[config.mk]
export PLATFORM = sky130hd
export DESIGN_NAME = i2c_target_regs
export DESIGN_NICKNAME = d
export VERILOG_FILES = /design/src/rtl/i2c_target_regs.sv
export SDC_FILE = /design/constraint.sdc
export NUM_CORES = 1
export LEC_CHECK = 0
export CORE_ASPECT_RATIO = 0.7
export CORE_MARGIN = 4
export CORE_UTILIZATION = 40
export CTS_CLUSTER_SIZE = 28
export DETAILED_ROUTE_END_ITERATION = 8
export GPL_TIMING_DRIVEN = 0
export PLACE_DENSITY = 0.64
export SYNTH_ARGS = -nofsm -noshare
export SYNTH_HDL_FRONTEND = slang
export SYNTH_SLANG_ARGS = --single-unit
[constraint.sdc]
create_clock -name axi_aclk -period 2.96 [get_ports axi_aclk]
set_input_delay 0.592 -clock axi_aclk [delete_from_list [all_inputs] [get_ports axi_aclk]]
set_output_delay 0.592 -clock axi_aclk [all_outputs]
set_load 0.02 [all_outputs]
[src/rtl/i2c_target_regs.sv]
// I2C target serving a byte-wide register bank with an auto-incrementing pointer.
// SCL/SDA are synchronized and glitch-filtered; all protocol decoding runs on the
// filtered lines. SDA is only ever changed on the cycle after a filtered SCL fall,
// or released by STOP/START/reset.
module i2c_target_regs #(
    parameter logic [6:0]  I2C_ADDR   = 7'h50,
    parameter int unsigned NUM_REGS   = 16,
    parameter int unsigned FILTER_LEN = 3,
    localparam int unsigned PW        = (NUM_REGS > 1) ? $clog2(NUM_REGS) : 1
) (
    input  logic                  axi_aclk,
    input  logic                  axi_aresetn,
    input  logic                  scl_in,
    input  logic                  sda_in,
    output logic                  sda_low_n,
    output logic [NUM_REGS*8-1:0] regs_o,
    output logic                  wr_pulse,
    output logic [PW-1:0]         wr_index,
    output logic                  busy
);

    localparam int unsigned CW = $clog2(FILTER_LEN + 1);

    typedef enum logic [3:0] {
        StIdle,
        StAddr,
        StAddrAck,
        StPtr,
        StPtrAck,
        StWrData,
        StWrAck,
        StRdData,
        StRdAck,
        StIgnore
    } state_e;

    // Index 0 is SCL, index 1 is SDA.
    logic [1:0]    meta_q, sync_q, filt_q, filt_d, prev_q;
    logic [CW-1:0] fcnt_q [2];
    logic [CW-1:0] fcnt_d [2];

    state_e        state_q, state_d;
    logic [3:0]    cnt_q, cnt_d;
    logic [7:0]    sh_q, sh_d;
    logic [PW-1:0] ptr_q, ptr_d;
    logic          sda_low_n_q, sda_low_n_d;
    logic          busy_q, busy_d;
    logic          wr_pulse_q, wr_pulse_d;
    logic [PW-1:0] wr_index_q, wr_index_d;
    logic [7:0]    regs_q [NUM_REGS];

    logic          wr_en;
    logic          scl_f, sda_f, scl_p, sda_p;
    logic          scl_rise, scl_fall, start_det, stop_det;
    logic [7:0]    byte_in;
    logic [PW-1:0] ptr_inc;

    // Synchronizer, glitch filter and previous-level registers for edge detection.
    always_ff @(posedge axi_aclk) begin
        if (!axi_aresetn) begin
            meta_q    <= 2'b11;
            sync_q    <= 2'b11;
            filt_q    <= 2'b11;
            prev_q    <= 2'b11;
            fcnt_q[0] <= '0;
            fcnt_q[1] <= '0;
        end else begin
            meta_q    <= {sda_in, scl_in};
            sync_q    <= meta_q;
            filt_q    <= filt_d;
            prev_q    <= filt_q;
            fcnt_q[0] <= fcnt_d[0];
            fcnt_q[1] <= fcnt_d[1];
        end
    end

    // A new level is accepted only after FILTER_LEN consecutive differing samples.
    always_comb begin
        filt_d = filt_q;
        for (int i = 0; i < 2; i++) begin
            fcnt_d[i] = '0;
            if (sync_q[i] != filt_q[i]) begin
                if (fcnt_q[i] == CW'(FILTER_LEN - 1)) begin
                    filt_d[i] = sync_q[i];
                end else begin
                    fcnt_d[i] = fcnt_q[i] + CW'(1);
                end
            end
        end
    end

    assign scl_f     = filt_q[0];
    assign sda_f     = filt_q[1];
    assign scl_p     = prev_q[0];
    assign sda_p     = prev_q[1];
    assign scl_rise  = scl_f & ~scl_p;
    assign scl_fall  = ~scl_f & scl_p;
    assign start_det = scl_f & scl_p & sda_p & ~sda_f;
    assign stop_det  = scl_f & scl_p & ~sda_p & sda_f;
    assign byte_in   = {sh_q[6:0], sda_f};
    assign ptr_inc   = (ptr_q == PW'(NUM_REGS - 1)) ? '0 : ptr_q + PW'(1);

    // Protocol state, pointer, SDA drive and register bank.
    always_ff @(posedge axi_aclk) begin
        if (!axi_aresetn) begin
            state_q     <= StIdle;
            cnt_q       <= '0;
            sh_q        <= '0;
            ptr_q       <= '0;
            sda_low_n_q <= 1'b1;
            busy_q      <= 1'b0;
            wr_pulse_q  <= 1'b0;
            wr_index_q  <= '0;
            for (int i = 0; i < NUM_REGS; i++) begin
                regs_q[i] <= '0;
            end
        end else begin
            state_q     <= state_d;
            cnt_q       <= cnt_d;
            sh_q        <= sh_d;
            ptr_q       <= ptr_d;
            sda_low_n_q <= sda_low_n_d;
            busy_q      <= busy_d;
            wr_pulse_q  <= wr_pulse_d;
            wr_index_q  <= wr_index_d;
            if (wr_en) begin
                regs_q[ptr_q] <= byte_in;
            end
        end
    end

    // Next-state logic; START/STOP take priority over any bit handling.
    always_comb begin
        state_d     = state_q;
        cnt_d       = cnt_q;
        sh_d        = sh_q;
        ptr_d       = ptr_q;
        sda_low_n_d = sda_low_n_q;
        busy_d      = busy_q;
        wr_pulse_d  = 1'b0;
        wr_index_d  = wr_index_q;
        wr_en       = 1'b0;

        if (stop_det) begin
            state_d     = StIdle;
            cnt_d       = '0;
            sda_low_n_d = 1'b1;
            busy_d      = 1'b0;
        end else if (start_det) begin
            state_d     = StAddr;
            cnt_d       = '0;
            sda_low_n_d = 1'b1;
        end else begin
            unique case (state_q)
                StIdle: ;
                StAddr: begin
                    if (scl_rise) begin
                        sh_d  = byte_in;
                        cnt_d = cnt_q + 4'd1;
                        if (cnt_q == 4'd7) begin
                            cnt_d = '0;
                            // Address 0 (general call) never matches.
                            if (byte_in[7:1] == I2C_ADDR && I2C_ADDR != 7'd0) begin
                                state_d = StAddrAck;
                                busy_d  = 1'b1;
                            end else begin
                                state_d = StIgnore;
                                busy_d  = 1'b0;
                            end
                        end
                    end
                end
                StAddrAck: begin
                    // First fall drives ACK, second fall ends it; sh_q[0] holds R/W.
                    if (scl_fall) begin
                        if (sda_low_n_q) begin
                            sda_low_n_d = 1'b0;
                        end else if (sh_q[0]) begin
                            sh_d        = {regs_q[ptr_q][6:0], 1'b0};
                            sda_low_n_d = regs_q[ptr_q][7];
                            cnt_d       = 4'd1;
                            state_d     = StRdData;
                        end else begin
                            sda_low_n_d = 1'b1;
                            cnt_d       = '0;
                            state_d     = StPtr;
                        end
                    end
                end
                StPtr: begin
                    if (scl_rise) begin
                        sh_d  = byte_in;
                        cnt_d = cnt_q + 4'd1;
                        if (cnt_q == 4'd7) begin
                            cnt_d = '0;
                            if (32'(byte_in) < NUM_REGS) begin
                                ptr_d   = byte_in[PW-1:0];
                                state_d = StPtrAck;
                            end else begin
                                state_d = StIgnore;
                            end
                        end
                    end
                end
                StPtrAck, StWrAck: begin
                    if (scl_fall) begin
                        if (sda_low_n_q) begin
                            sda_low_n_d = 1'b0;
                        end else begin
                            sda_low_n_d = 1'b1;
                            cnt_d       = '0;
                            state_d     = StWrData;
                        end
                    end
                end
                StWrData: begin
                    if (scl_rise) begin
                        sh_d  = byte_in;
                        cnt_d = cnt_q + 4'd1;
                        if (cnt_q == 4'd7) begin
                            cnt_d      = '0;
                            wr_en      = 1'b1;
                            wr_pulse_d = 1'b1;
                            wr_index_d = ptr_q;
                            ptr_d      = ptr_inc;
                            state_d    = StWrAck;
                        end
                    end
                end
                StRdData: begin
                    // cnt_q counts bits already presented; the fall after bit 0 releases.
                    if (scl_fall) begin
                        if (cnt_q == 4'd8) begin
                            sda_low_n_d = 1'b1;
                            state_d     = StRdAck;
                        end else begin
                            sda_low_n_d = sh_q[7];
                            sh_d        = {sh_q[6:0], 1'b0};
                            cnt_d       = cnt_q + 4'd1;
                        end
                    end
                end
                StRdAck: begin
                    if (scl_rise) begin
                        if (!sda_f) begin
                            ptr_d   = ptr_inc;
                            sh_d    = regs_q[ptr_inc];
                            cnt_d   = '0;
                            state_d = StRdData;
                        end else begin
                            state_d = StIgnore;
                        end
                    end
                end
                StIgnore: ;
                default: state_d = StIdle;
            endcase
        end
    end

    // Flatten the bank for fabric consumers.
    always_comb begin
        regs_o = '0;
        for (int i = 0; i < NUM_REGS; i++) begin
            regs_o[i*8 +: 8] = regs_q[i];
        end
    end

    assign sda_low_n = sda_low_n_q;
    assign busy      = busy_q;
    assign wr_pulse  = wr_pulse_q;
    assign wr_index  = wr_index_q;

endmodule

Word level (Yosys, flattened, before mapping)
Memory sizes are Yosys's and may differ from the RTL's. A register that Yosys moved wholly into a read port is not among the register bits.
Index checks and enable logic that the tools add are counted.
{"block": "word_totals", "n_memories": 2, "output_inout_bits": 135, "ram_bits": 132, "input_bits": 4, "regBits": 35, "elab_cells": 189}
{"block": "op_classes", "add_sub_neg": 4, "eq_ne": 49, "n_mux": 79, "order_cmp": 1, "bitwise_logic": 17, "n_reduce_logical": 22}
{"name": "regs_q", "words": 16, "width": 8, "read_ports": 18, "rd_clocked_by_memory_dff": 1, "write_ports": 16, "line_no": "50", "rtl": "logic [7:0] regs_q [NUM_REGS];"}
{"name": "fcnt_q", "words": 2, "width": 2, "read_ports": 2, "rd_clocked_by_memory_dff": 0, "write_ports": 2, "line_no": "39", "rtl": "logic [CW-1:0] fcnt_q [2];"}
{"op": "4-bit 2-to-1 mux", "n": 37}
{"op": "8-bit 2-to-1 mux", "n": 9}
{"op": "3-bit inequality test (second input constant)", "n": 13}
{"op": "2-bit inequality test (second input constant)", "n": 17}
{"op": "4-bit one-hot mux with 8 select lines", "n": 1}
{"op": "8-bit one-hot mux with 4 select lines", "n": 1}
{"op": "10-bit AND reduction", "n": 3}
{"op": "14-bit AND reduction", "n": 2}
{"op": "1-bit 2-to-1 mux", "n": 21}
{"op": "4-bit by 3-bit == test with 1-bit output (second input constant)", "n": 5}
{"op": "4-bit one-hot mux with 5 select lines", "n": 1}
{"op": "4-bit == test (second input constant)", "n": 4}
{"op": "2-bit 2-to-1 mux", "n": 6}
{"op": "4-bit one-hot mux with 3 select lines", "n": 1}
{"op": "11-bit AND reduction", "n": 1}
{"op": "4-bit by 1-bit adder with 4-bit output (second input constant)", "n": 2}
{"op": "4-bit by 2-bit == test with 1-bit output (second input constant)", "n": 2}
{"op": "8-bit by 5-bit < comparator with 1-bit output (second input constant)", "n": 1}
{"op": "1-bit inverter", "n": 8}
{"op": "4-bit AND reduction", "n": 2}
{"op": "8-bit OR reduction", "n": 1}
{"op": "1-bit bitwise AND", "n": 7}
{"op": "7-bit == test (second input constant)", "n": 1}
{"op": "3-bit nonzero test", "n": 2}
{"op": "other kinds (15)", "n": 24}

Depth between registers and ports, before layout
{"block": "depth", "ltp_word": 11, "mapped_depth": 11}

Least setup slack after synthesis
No wires, ideal clock.
{"block": "synth_path", "path_kind": "register -> register", "from": "register ptr_q[0]", "to": "register sh_q[6]", "path_slack_ps": 139, "n_path_buf": 4, "setup_time_ps": 132, "arrival_time_ps": 2689, "path_stages_with_launch": 12, "path_cell_list": "dfxtp_1 > buf_2 > buf_1 > inv_1 > ha_1 > clkbuf_1 > clkbuf_1 > mux4_2 > nand4_1 > o31ai_1 > a221oi_1 > a31oi_1"}
{"block": "synth_via", "elab_chain_cells": 6, "elab_cells_between_ends": 7}
{"item": "start, declared", "line_no": "45", "rtl": "logic [PW-1:0] ptr_q, ptr_d;"}
{"item": "start signal, assigned", "line_no": "121", "rtl": "ptr_q <= ptr_d;"}
{"item": "4-bit by 1-bit adder with 4-bit output or 4-bit == test (tied branches)", "line_no": "101", "rtl": "assign ptr_inc = (ptr_q == PW'(NUM_REGS - 1)) ? '0 : ptr_q + PW'(1);"}
{"item": "4-bit 2-to-1 mux *", "line_no": "101"}
{"item": "memory 16 x 8 bit *"}
{"item": "8-bit 2-to-1 mux *", "line_no": "245", "rtl": "if (!sda_f) begin"}
{"item": "8-bit 2-to-1 mux *", "line_no": "244", "rtl": "if (scl_rise) begin"}
{"item": "8-bit one-hot mux with 4 select lines *", "line_no": "154", "rtl": "unique case (state_q)"}
{"item": "end signal, assigned", "line_no": "108", "rtl": "sh_q <= '0;"}
{"item": "end signal, assigned", "line_no": "120", "rtl": "sh_q <= sh_d;"}
{"item": "end, declared", "line_no": "44", "rtl": "logic [7:0] sh_q, sh_d;"}
Every way passes the cells marked *; elsewhere a longest branch is shown, timed or not. The select of a mux whose other input is x is not followed.
A chain may end at the register's enable or synchronous reset.

==> run summary <==
FMAX - 346 MHz
Gate Count Post-Synth - 794
Fraction of layout cells with a size suffix above 1 - 18.7%
Drt total wl - 36500 um
Post-DR wirelength/cell - 28.1 um
Clock transition at the registers of the reported paths - 0.07 ns
Non-Filler Instances - 1296
# setup viols final - 0
Post-route ant nets - 0
Fillers - 2033
Synth unique cells - 78
CTS root buf - clkbuf_16
HPWL Detailed - 27500 um
Placed inst area - 11400 um2
P_int - 4330 uW
Worst EP arrival - 3.19 ns
Worst EP required - 3.27 ns
Multi-input logic area - 4570 um2
Worst setup SP type - flip-flop
Register Area - 4700 um2
Outcome - complete, no violations
First-pass GRT wire length - 51800 um
Drc violations - 0
R2r setup slk - 0.07 ns
Vias in the first global route - 7532
Synth top area share - 40.2%
1st-iter DRT viols - 1153
Final setup TNS - 0 ns
Yosys Warn Count - 0
Final Core Density - 51.9%
Die area - 26500 um2
# rows - 47
Total CTS buffers - 17
Power Dens Cells - 470 nW/um2
Yosys top cell by area - edfxtp_1
Slew HR - 33.8%
Layout area overhead - 27.8%
Core ar. - 23600 um2
Syn Area/Cell - 12.1 um2
IO Port Bufs - 138
Seq cells post-synth - 171
Starting density of the core - 40.6%
Worst setup startpoint - cnt_q[1]$_SDFFE_PP0P_
Total GRT Usage - 27.7%
Most frequent cells in the layout - clkdlybuf4s50_1, edfxtp_1, and2_1
Commonest non-fill, non-tap cell in the layout - clkdlybuf4s50_1
Syn Nets - 806
Tcrit/Tclk final - 97.6%
Crit path to - regs_q[5][0]$_SDFFCE_PN0P_
MaxCap Viol Count - 0
Critical path class - flip-flop to flip-flop
Clk_lat worst skew - 0.45 ns
Leak Pwr - 0.00418 uW
Gpl congestion - 0.990
Total gr overflow - 0
Placed instance count - 1257
Asr flop ratio synth - 0%
Sw frac - 24.6%
CTS max path bufs - 2
Worst vdd ir - 0.406 mV
Hold WC Path Type - flip-flop to flip-flop
Initial DRT Pass Iterations - 5
Hold Fails Final Rpt - 0
Nets - 976
Switch Pwr - 1410 uW
Die height - 137 um
FF-to-FF Start - cnt_q[1]$_SDFFE_PP0P_
RSZ-0062 raised after global routing - no
Worst-margin pin slew - 0.989 ns
Proportion of power drawn by flip-flops and latches - 48.3%
Ys flop type - edfxtp_1
Largest net degree at the start of global routing - 17
Slew Viols, Final - 0
H-tree depth - 4
Reg2reg end - regs_q[5][0]$_SDFFCE_PN0P_
Layout Skew - 0.0126 ns
R2R depth - 7
Post-Layout Inst Area - 12200 um2
Top post-synthesis cells by area - edfxtp_1, mux4_2, dfxtp_1
Clock network power share - 43.0%
Mapped cell area - 9570 um2
Clock Sinks - 171
EDFF count, synth - 128
Die X - 193 um
DR vias - 8006
Sequential fraction of the synthesis area - 49.2%
Initial antenna violation count - 5
Ports - 139
Setup crit end kind - flip-flop
Drt via density - 6.18
Combinational Power Share - 8.8%
Crit-path max FO - 8
Min Clock Period, post-route - 2.89 ns
CTS tree - done
-- layer usage --
layer	vias to the layer above	GRT usage (%)	wire (um)
li1	3325	-	-
met1	4011	43.1	16600
met2	608	37.8	14600
met3	62	7.85	4590
met4	0	6.49	667
met5	-	0	0
-- cells in the mapped netlist, drive strengths merged (3+ instances only) --
library cell / instances
a2111oi: 4
a211oi: 8
a21o: 3
a21oi: 26
a221oi: 3
a22oi: 3
a311oi: 3
a31oi: 9
and2: 123
and3: 12
buf: 34
clkbuf: 32
dfxtp: 43
edfxtp: 128
ha: 8
inv: 15
mux2: 11
mux2i: 26
mux4: 54
nand2: 32
nand2b: 24
nand3: 10
nand3b: 5
nand4: 3
nor2: 51
nor2b: 10
nor3: 10
nor4: 3
o211ai: 5
o21ai: 39
o221a: 3
o221ai: 3
o22a: 5
o22ai: 7
or3: 5
xnor2: 3
-- per-stage QoR --
| stage | setup WS [ns] | hold WS, ns | power (uW) |
|---|---|---|---|
| floorplan | 0.139 | 0.386 | 3020 |
| global placement | -1.29 | 0.392 | 3310 |
| detailed placement | -1.35 | 0.397 | 3320 |
| CTS | 0.0303 | 0.414 | 5740 |
| global route | 0.00249 | 0.436 | 5880 |
| finish | 0.0715 | 0.410 | 5750 |
-- worst max-delay path: stages (launching register included) --
cell      delay [ns]
dfxtp_1         0.39
ha_1            0.23
nand3b_1        0.22
nor4_4          0.35
and2_1          0.25
nand2_1         0.24
nor2_1          0.82
and2_1          0.24
-- area by class of cell --
class,count,area share [%]
Sequential cell,171,38.5
Tap cell,318,3.25
Multi-Input combinational cell,542,37.4
Buffer,64,2.80
Clock inverter,15,1.69
Inverter,15,0.460
Timing Repair Buffer,153,12.4
Antenna cell,1,0.0205
Clock buffer,17,3.48
-- power by group through the flow --
stage               sequential [uW]  combinational [uW]  clock, uW
CTS                            2770                 502       2460
floorplan                      2890                 126          0
detailed placement             2820                 498          0
global route                   2780                 525       2580
global placement               2820                 487          0
finish                         2770                 503       2470
-- how the worst min path moves through the flow --
stage,start,slack [ns],depth (start not counted),to
after detailed placement,meta_q[0]$_SDFF_PN1_,0.40,1,sync_q[0]$_SDFF_PN1_
after floorplan,meta_q[0]$_SDFF_PN1_,0.39,1,sync_q[0]$_SDFF_PN1_
after global placement,meta_q[0]$_SDFF_PN1_,0.39,1,sync_q[0]$_SDFF_PN1_
final,meta_q[0]$_SDFF_PN1_,0.41,1,sync_q[0]$_SDFF_PN1_
after CTS,meta_q[0]$_SDFF_PN1_,0.41,1,sync_q[0]$_SDFF_PN1_
after global routing,fcnt_q[0][2]$_SDFF_PP0_,0.44,1,fcnt_q[0][2]$_SDFF_PP0_
-- flip-flops by register name, summed over array words and instances (netlist names), 2 cells and up, named ones only --
register	flops
meta_q	2
fcnt_q	4
filt_q	2
ptr_q	4
regs_q	128
sh_q	8
sync_q	2
state_q	4
prev_q	2
wr_index	4
cnt_q	4
-- cell families after synthesis --
| family | after synthesis | synth area share, % |
|---|---|---|
| compound gates | 141 | 10.4 |
| mux | 91 | 16.7 |
| flops | 171 | 49.2 |
| buf+inv | 81 | 4.09 |
| simple gates | 298 | 18.3 |
| fa+ha+maj | 8 | 1.05 |
| xor+xnor | 4 | 0.366 |
-- timing repair --
| item | 4_1_cts | 5_1_grt |
|---|---|---|
| gates resized for setup | 23 | 9 |
| setup endpoints to repair | 117 | 97 |
| hold buffers | 0 | 0 |
| endpoints found under the hold margin | 0 | 0 |
| buffers inserted | 5 | 3 |
| pin swaps | 4 | 1 |
Power figures use the tool's default switching activity.
